==> config.mk <==
export PLATFORM = sky130hd
export DESIGN_NAME = dmem_line_ctrl
export DESIGN_NICKNAME = d
export VERILOG_FILES = /design/src/rtl/leg_mem_pkg.sv /design/src/rtl/line_beat_counter.sv /design/src/rtl/dmem_line_ctrl.sv
export SDC_FILE = /design/constraint.sdc
export NUM_CORES = 1
export LEC_CHECK = 0
export ABC_CLOCK_PERIOD_IN_PS = 7200
export CORE_UTILIZATION = 42
export CTS_BUF_LIST = sky130_fd_sc_hd__clkbuf_16
export DETAILED_ROUTE_END_ITERATION = 12
export HOLD_SLACK_MARGIN = 0.08
export PLACE_DENSITY = 0.76
export SETUP_SLACK_MARGIN = 0.5
export SYNTH_ARGS = -nofsm -noshare
export SYNTH_HDL_FRONTEND = slang
export SYNTH_SLANG_ARGS = --single-unit
==> constraint.sdc <==
create_clock -name clk -period 7.2 [get_ports clk]
set_input_delay 1.08 -clock clk [delete_from_list [all_inputs] [get_ports clk]]
set_output_delay 1.08 -clock clk [all_outputs]
set_load 0.03 [all_outputs]
==> src/rtl/leg_mem_pkg.sv <==
// leg_mem_pkg: shared types and helpers for the dmem line-transfer controller
package leg_mem_pkg;
  typedef enum logic [1:0] {IDLE, WB, FILL, DONE} line_state_t;
  localparam int BLOCKSIZE = 4;
  function automatic logic [63:0] line_base(input logic [63:0] addr, input int ow);
    return addr & ~((64'd1 << ow) - 64'd1);
  endfunction
endpackage

==> src/rtl/line_beat_counter.sv <==
// line_beat_counter: word index within the line, flags the final accepted beat
module line_beat_counter #(
  parameter int BLOCKSIZE = 4
) (
  input  logic                         clk,
  input  logic                         reset,
  input  logic                         clear,
  input  logic                         inc,
  output logic [$clog2(BLOCKSIZE)-1:0] cnt,
  output logic                         last
);
  localparam int CW = $clog2(BLOCKSIZE);
  logic [CW-1:0] cnt_q, cnt_d;
  // advance on each accepted beat, wrapping naturally at the end of the line
  always_comb cnt_d = clear ? '0 : inc ? cnt_q + 1'b1 : cnt_q;
  // beat index register
  always_ff @(posedge clk or posedge reset)
    if (reset) cnt_q <= '0;
    else cnt_q <= cnt_d;
  assign cnt  = cnt_q;
  assign last = inc && cnt_q == CW'(BLOCKSIZE - 1);
endmodule

==> src/rtl/dmem_line_ctrl.sv <==
// dmem_line_ctrl: turns cache-line fill/writeback requests into word bursts on dmem
module dmem_line_ctrl #(
  parameter int BLOCKSIZE = leg_mem_pkg::BLOCKSIZE,
  parameter int AW        = 32
) (
  input  logic                         clk,
  input  logic                         reset,
  input  logic                         Fill,
  input  logic                         Writeback,
  input  logic [AW-1:0]                FillAddr,
  input  logic [AW-1:0]                WBAddr,
  input  logic [32*BLOCKSIZE-1:0]      WBData,
  output logic                         Busy,
  output logic                         Done,
  output logic                         FillWordEn,
  output logic [$clog2(BLOCKSIZE)-1:0] FillWordIdx,
  output logic [31:0]                  FillWordData,
  output logic                         HSEL,
  output logic                         re,
  output logic                         we,
  output logic [AW-1:0]                a,
  output logic [31:0]                  wd,
  input  logic [31:0]                  rd,
  input  logic                         Valid
);
  import leg_mem_pkg::*;
  localparam int CW = $clog2(BLOCKSIZE);
  localparam int OW = CW + 2;
  line_state_t               state_q, state_d;
  logic [AW-1:0]             wb_addr_q, fill_addr_q, line_addr;
  logic [32*BLOCKSIZE-1:0]   wb_data_q;
  logic                      fill_pend_q;
  logic                      fill_en_q;
  logic [CW-1:0]             fill_idx_q;
  logic [31:0]               fill_word_q;
  logic [CW-1:0]             cnt;
  logic                      last;
  logic                      beat;
  logic                      accept;
  assign accept = state_q == IDLE && (Writeback || Fill);
  assign beat   = Valid && (state_q == WB || state_q == FILL);
  line_beat_counter #(.BLOCKSIZE(BLOCKSIZE)) u_cnt (
    .clk   (clk),
    .reset (reset),
    .clear (state_q == IDLE),
    .inc   (beat),
    .cnt   (cnt),
    .last  (last)
  );
  // writeback always precedes a fill requested in the same cycle
  always_comb begin
    state_d = state_q;
    case (state_q)
      IDLE:    state_d = Writeback ? WB : Fill ? FILL : IDLE;
      WB:      state_d = last ? (fill_pend_q ? FILL : DONE) : WB;
      FILL:    state_d = last ? DONE : FILL;
      default: state_d = IDLE;
    endcase
  end
  // transfer state
  always_ff @(posedge clk or posedge reset)
    if (reset) state_q <= IDLE;
    else state_q <= state_d;
  // capture the request once when it is accepted; later requests are ignored until idle
  always_ff @(posedge clk or posedge reset)
    if (reset) begin
      wb_addr_q   <= '0;
      wb_data_q   <= '0;
      fill_addr_q <= '0;
      fill_pend_q <= 1'b0;
    end else begin
      if (accept) fill_addr_q <= FillAddr;
      if (accept && Writeback) begin
        wb_addr_q   <= WBAddr;
        wb_data_q   <= WBData;
        fill_pend_q <= Fill;
      end
    end
  // fill words are registered from rd and presented the cycle after their beat
  always_ff @(posedge clk or posedge reset)
    if (reset) begin
      fill_en_q   <= 1'b0;
      fill_idx_q  <= '0;
      fill_word_q <= '0;
    end else begin
      fill_en_q <= state_q == FILL && Valid;
      if (state_q == FILL && Valid) begin
        fill_idx_q  <= cnt;
        fill_word_q <= rd;
      end
    end
  assign Busy         = state_q != IDLE;
  assign Done         = state_q == DONE;
  assign HSEL         = state_q == WB || state_q == FILL;
  assign we           = state_q == WB;
  assign re           = state_q == FILL;
  assign line_addr    = we ? wb_addr_q : fill_addr_q;
  assign a            = HSEL ? AW'(line_base(64'(line_addr), OW)) | AW'({cnt, 2'b00}) : '0;
  assign wd           = we ? wb_data_q[{cnt, 5'b00000} +: 32] : '0;
  assign FillWordEn   = fill_en_q;
  assign FillWordIdx  = fill_idx_q;
  assign FillWordData = fill_word_q;
endmodule
# ---- Yosys cells after proc, flatten, opt, wreduce, memory -nomap -nowiden
# Index checks and enable logic that the tools add are counted.
# Widths: inputs -> output; s select.
dict set report classes {
  n_addsub 1
  eq_ne 4
  shifts 1
  muxes 11
  n_bitwise 1
  n_reduce_logical 10
}
# op n
set ops {}
lappend ops {{$shiftx 128x8->32} 1}
lappend ops {{$mux 32} 3}
lappend ops {{$or 32x4->32} 1}
lappend ops {{$mux 2} 5}
lappend ops {{$eq 2x2->1 const B} 3}
lappend ops {{$pmux 2 s3} 1}
lappend ops {{$logic_and 1x1->1} 5}
lappend ops {{$reduce_bool 2->1} 2}
lappend ops {{$add 2x1->2 const B} 1}
lappend ops {{$eq 2x1->1 const B} 1}
lappend ops {{$logic_not 2->1} 1}
lappend ops {{$logic_or 1x1->1} 2}
lappend ops {{$mux 1} 2}
dict set report word_totals {
  register_bits 232
  in_bits 229
  out_inout_bits 104
}

# ---- Depth between registers and ports, before layout
dict set report depth {
  word_depth 6
  depth_mapped 7
  mapped_depth_nobuf 5
}

# ---- Hierarchy
# From an unflattened synthesis, not the netlist that was laid out.
dict set report hier_totals {
  hier_cells 673
  hier_area_um2 10440.0
}
# mod instances cells_each area_per_inst_um2
set by_module_without_submodules {}
lappend by_module_without_submodules {dmem_line_ctrl 1 664 10339.9}
lappend by_module_without_submodules {line_beat_counter 1 9 100.1}

# ---- Worst setup path before layout
# OpenSTA, ideal clock, no wires.
dict set report synth_timing {
  path_kind {flip-flop to output port}
  startpoint {reg state_q[1]}
  endpoint {out a[10]}
  t_arrival_ns 1.874
  required_ns 6.120
  slack_ns 4.246
  path_stages_with_launch 7
  path_buffers 2
  cell_sequence {dfrtp_1 inv_1 ha_1 buf_2 buf_2 mux2i_1 nor2b_1}
}
dict set report synth_via {
  elab_chain_cells 4
  elab_cells_between_ends 6
  classes_between {eq/ne (2); mux (2); bitwise (1); reduce/logical (1)}
}
# element line
set synth_rtl {}
lappend synth_rtl {{from (decl)} dmem_line_ctrl.sv:29} ;# line_state_t state_q, state_d;
lappend synth_rtl {{from (signal assigned)} dmem_line_ctrl.sv:63} ;# else state_q <= state_d;
lappend synth_rtl {{$eq 2x1->1 *} dmem_line_ctrl.sv:95} ;# assign we = state_q == WB;
lappend synth_rtl {{net we} dmem_line_ctrl.sv:20} ;# output logic we,
lappend synth_rtl {{$mux 32} dmem_line_ctrl.sv:97} ;# assign line_addr = we ? wb_addr_q : fill_addr_q;
lappend synth_rtl {{$or 32x4->32} dmem_line_ctrl.sv:98} ;# assign a = HSEL ? AW'(line_base(64'(line_addr), OW)) | AW'({cnt, 2'b00}) : '0;
lappend synth_rtl {{$mux 32 *} dmem_line_ctrl.sv:98}
lappend synth_rtl {{to (decl)} dmem_line_ctrl.sv:21} ;# output logic [AW-1:0] a,
# Mark *: on every way through the listed nets, which the timed path passes. The rest lies on a longest branch.

# ---- Worst setup path in the final report
dict set report layout_timing {
  startpoint {reg state_q[1]}
  endpoint {out a[29]}
}
dict set report layout_via {
  elab_chain_cells 4
  elab_cells_between_ends 6
  classes_between {eq/ne (2); mux (2); bitwise (1); reduce/logical (1)}
}
# element line
set layout_rtl {}
lappend layout_rtl {{$eq 2x1->1} {dmem_line_ctrl.sv:94, dmem_line_ctrl.sv:95}}
lappend layout_rtl {{$mux 32} dmem_line_ctrl.sv:97}
lappend layout_rtl {{$or 32x4->32} dmem_line_ctrl.sv:98}
lappend layout_rtl {{$mux 32 *} dmem_line_ctrl.sv:98}
# Mark *: on every way between the ends. The rest lies on a longest branch, timed or not.

==> key figures <==
Clock network
  – Worst-skew pair later-pin latency: 520 ps
  – Cts hold-fix bufs: 0
  – Htree depth: 1
  – CTS tree: yes
  – Clk root buf: clkbuf_16
  – CTS Buffer Depth: 3
  – Clk sink count: 224
  – Clk slew on worst S/H paths: 60 ps
  – Post-CTS Setup Repair Bufs: 0
  – CTS Buf Count: 26
  – Post_cts resized: 0

Timing
  – Period utilization: 61.67%
  – Relative slew slack: 27.75%
  – Layout Skew: 7.318 ps
  – Setup Viol. Count Final: 0
  – Worst slew pin tran: 1084 ps
  – Max Freq: 225.2 MHz
  – RSZ-0062 raised after global routing: false
  – Fin Hold WS: 496.7 ps
  – Final hold violation count: 0
  – Total negative slack: 0 ps
  – Final max-slew violation count: 0
  – Fin crit period: 4440 ps

Global route
  – Vias in the first global route: 6768
  – Grt met3 use: 4.597%
  – First-pass GRT wire length: 36.96 mm
  – Grt ovf: 0
  – Largest net degree at the start of global routing: 159
  – M2 GR Usage: 34.01%
  – GR peak layer: met2
  – GR Layer Usage met1: 23.92%
  – Number of antenna violations at the first check in global routing: 1
  – Total Routing Usage GR: 19.49%

Detailed routing
  – Total wire length: 23.77 mm
  – DRT antenna net count: 0
  – 1st-iter DRT viols: 173
  – Drt pass-1 iters: 4
  – Vias: 6366
  – Vias/cell: 4.927
  – Wirelength per Cell: 18.39 um
  – Drt drc: 0

Flow run
  – MaxCap Viol Count: 0

Die
  – Die Area: 0.02445 mm2
  – Core area: 0.02340 mm2
  – Floorplan row count: 56
  – Starting Density: 42.76%
  – Die Y: 156.4 um
  – IO Count: 333
  – DIE WIDTH: 156.4 um

Critical path
  – Critical path buffers and inverters: 3
  – Reg2reg end: wb_data_q[110]
  – Cell family with most CP delay: buffers and inverters
  – Crit-path max cell delay: 900 ps
  – CP Depth: 6
  – Worst Path Required: 6120 ps
  – Reg2Reg Depth: 5
  – Reg2reg setup slack: 4480 ps
  – Startpoint types: register
  – CP max stage cell: ha_2
  – Crit-path cells: inv_1 > ha_2 > buf_4 > mux2i_1 > nor2b_1 > clkdlybuf4s50_1
  – Worst Setup SP: state_q[1]
  – CP endpoint kind: output pin
  – CP Class: reg -> out
  – Worst setup endpoint: a[29]
  – Worst Path Arrival: 3360 ps
  – Max FO, Critical Path: 41
  – Worst r2r src: state_q[0]

Power and ir drop
  – Int Power: 0.004538 W
  – Pwr Density: 495.2 mW/mm2
  – Max IR drop VDD: 371.4 uV
  – Net Sw Power: 0.002517 W
  – Sequential share of power: 31.5%
  – Net switching fraction of the power: 35.67%
  – Static leakage: 5.872 nW
  – Comb power frac: 49.7%
  – Clk pwr share: 18.8%

Yosys
  – Synth top area share: 56.02%
  – Average size of a mapped cell: 15.73 um2
  – Primary FF master, synth: dfrtp_1
  – Mapped Area: 0.01001 mm2
  – Cells after Synth: 636
  – Share of the yosys chip area belonging to registers: 56.02%
  – Syn. warnings: 0
  – Post-synth ARST share: 100.0%
  – Yosys reg bits: 224
  – Cell variety after synth: 26
  – Post-synth top area cell: dfrtp_1
  – Ranking of synthesized cells by area: dfrtp_1 (56%), mux2_2 (25%), mux4_2 (6.1%), mux2i_1 (2.8%), and2_1 (2.1%)
  – Post-synth EDFFs: 0

Cells and area
  – Final nets: 1186
  – Layout cells sized above 1: 30.35%
  – Area Growth Syn to Fin: 42.38%

Placed design
  – I/O Buffers: 322
  – Gpl congestion: 0.7480
  – DPL Wire Length: 15.92 mm

Min path
  – Worst min path class: reg -> reg

Outcome
  – Status: finished clean
-- per-layer routing --
layer	wire (um)	part of all wire, %	up-vias
li1	-	-	2909
met1	9397	40	3219
met2	12310	52	200
met3	1484	6.2	38
met4	578	2.4	0
met5	0	0	-
-- synth_stat cells, types with 2 or more instances --
master    number
inv_1          6
nor2b_1       28
dfrtp_1      224
mux4_1         5
mux2i_1       28
clkbuf_1       6
buf_2         12
and2_1        34
buf_6         16
mux4_2        27
mux2_2       219
nand2_1        4
a31oi_1        2
nand4_1        2
buf_4          7
ha_1           5
a21oi_1        2
-- how the worst min path moves through the flow --
stage | startpoint | to | slack (ps) | cells after the start
finish | wb_data_q[96] | wb_data_q[96] | 500 | 1
global route | wb_data_q[12] | wb_data_q[12] | 510 | 1
CTS | wb_data_q[12] | wb_data_q[12] | 500 | 1
detailed placement | wb_data_q[12] | wb_data_q[12] | 490 | 1
global placement | wb_data_q[12] | wb_data_q[12] | 480 | 1
floorplan | wb_data_q[73] | wb_data_q[73] | 470 | 1
-- area by class of cell --
| cell class | instances | area, um2 |
|---|---|---|
| Fill cell | 1880 | 9156 |
| Multi-Input combinational cell | 364 | 4048 |
| Clock inverter | 21 | 191.4 |
| Sequential cell | 224 | 5608 |
| Antenna cell | 1 | 2.502 |
| Inverter | 6 | 26.28 |
| Tap cell | 319 | 399.1 |
| Clock buffer | 27 | 675.6 |
| Timing Repair Buffer | 330 | 3296 |
-- through the flow --
step	cells	total power, W	cell area [um2]	setup slack [ps]	util, %
6_report	1292	0.007055	14250	2760	60.87
5_1_grt	1292	0.007442	14250	2502	60.87
4_1_cts	1291	0.007146	14240	2640	60.86
3_5_place_dp	1243	0.005789	13380	3191	57.16
3_3_place_gp	1243	0.005709	13380	3211	57.16
2_1_floorplan	637	0.004609	10010	3196	-
-- flip-flops by register name, indices dropped and copies added, names as in the netlist --
name / count
wb_data_q: 128
FillWordIdx: 2
fill_pend_q: 1
fill_addr_q: 28
u_cnt.cnt: 2
state_q: 2
FillWordEn: 1
FillWordData: 32
wb_addr_q: 28
-- power by group through the flow --
stage | combinational, W | clock [W] | sequential, W
floorplan | 0.00228 | 0 | 0.00233
global placement | 0.00351 | 0 | 0.00220
detailed placement | 0.00355 | 0 | 0.00224
CTS | 0.00356 | 0.00136 | 0.00222
global route | 0.00373 | 0.00141 | 0.00230
finish | 0.00351 | 0.00133 | 0.00222
-- cell families (layout without fill, tap and decap cells) --
logic type	after synthesis	count (layout)	synth area share, %
fa+ha+maj	5	5	0.6252
xor+xnor	1	1	0.08755
simple gates	71	71	4.301
buf+inv	49	384	3.726
mux	279	279	34.84
flops	224	224	56.02
compound gates	6	6	0.3626
other cells	1	3	0.03748
-- placed cells by master (no fill, tap or decap), types with 2 or more instances in the layout --
master / n
clkdlybuf4s50_1: 322
nand2_1: 4
bufinv_16: 4
clkinv_1: 8
mux2_2: 219
mux4_2: 27
mux4_1: 5
conb_1: 2
ha_1: 4
nor2b_1: 28
mux2i_1: 28
clkinv_2: 3
dfrtp_1: 222
buf_4: 7
clkbuf_16: 27
inv_1: 10
a31oi_1: 2
nand4_1: 2
clkinvlp_4: 2
dfrtp_2: 2
a21oi_1: 2
and2_1: 34
(Power assumes the default switching activity.)
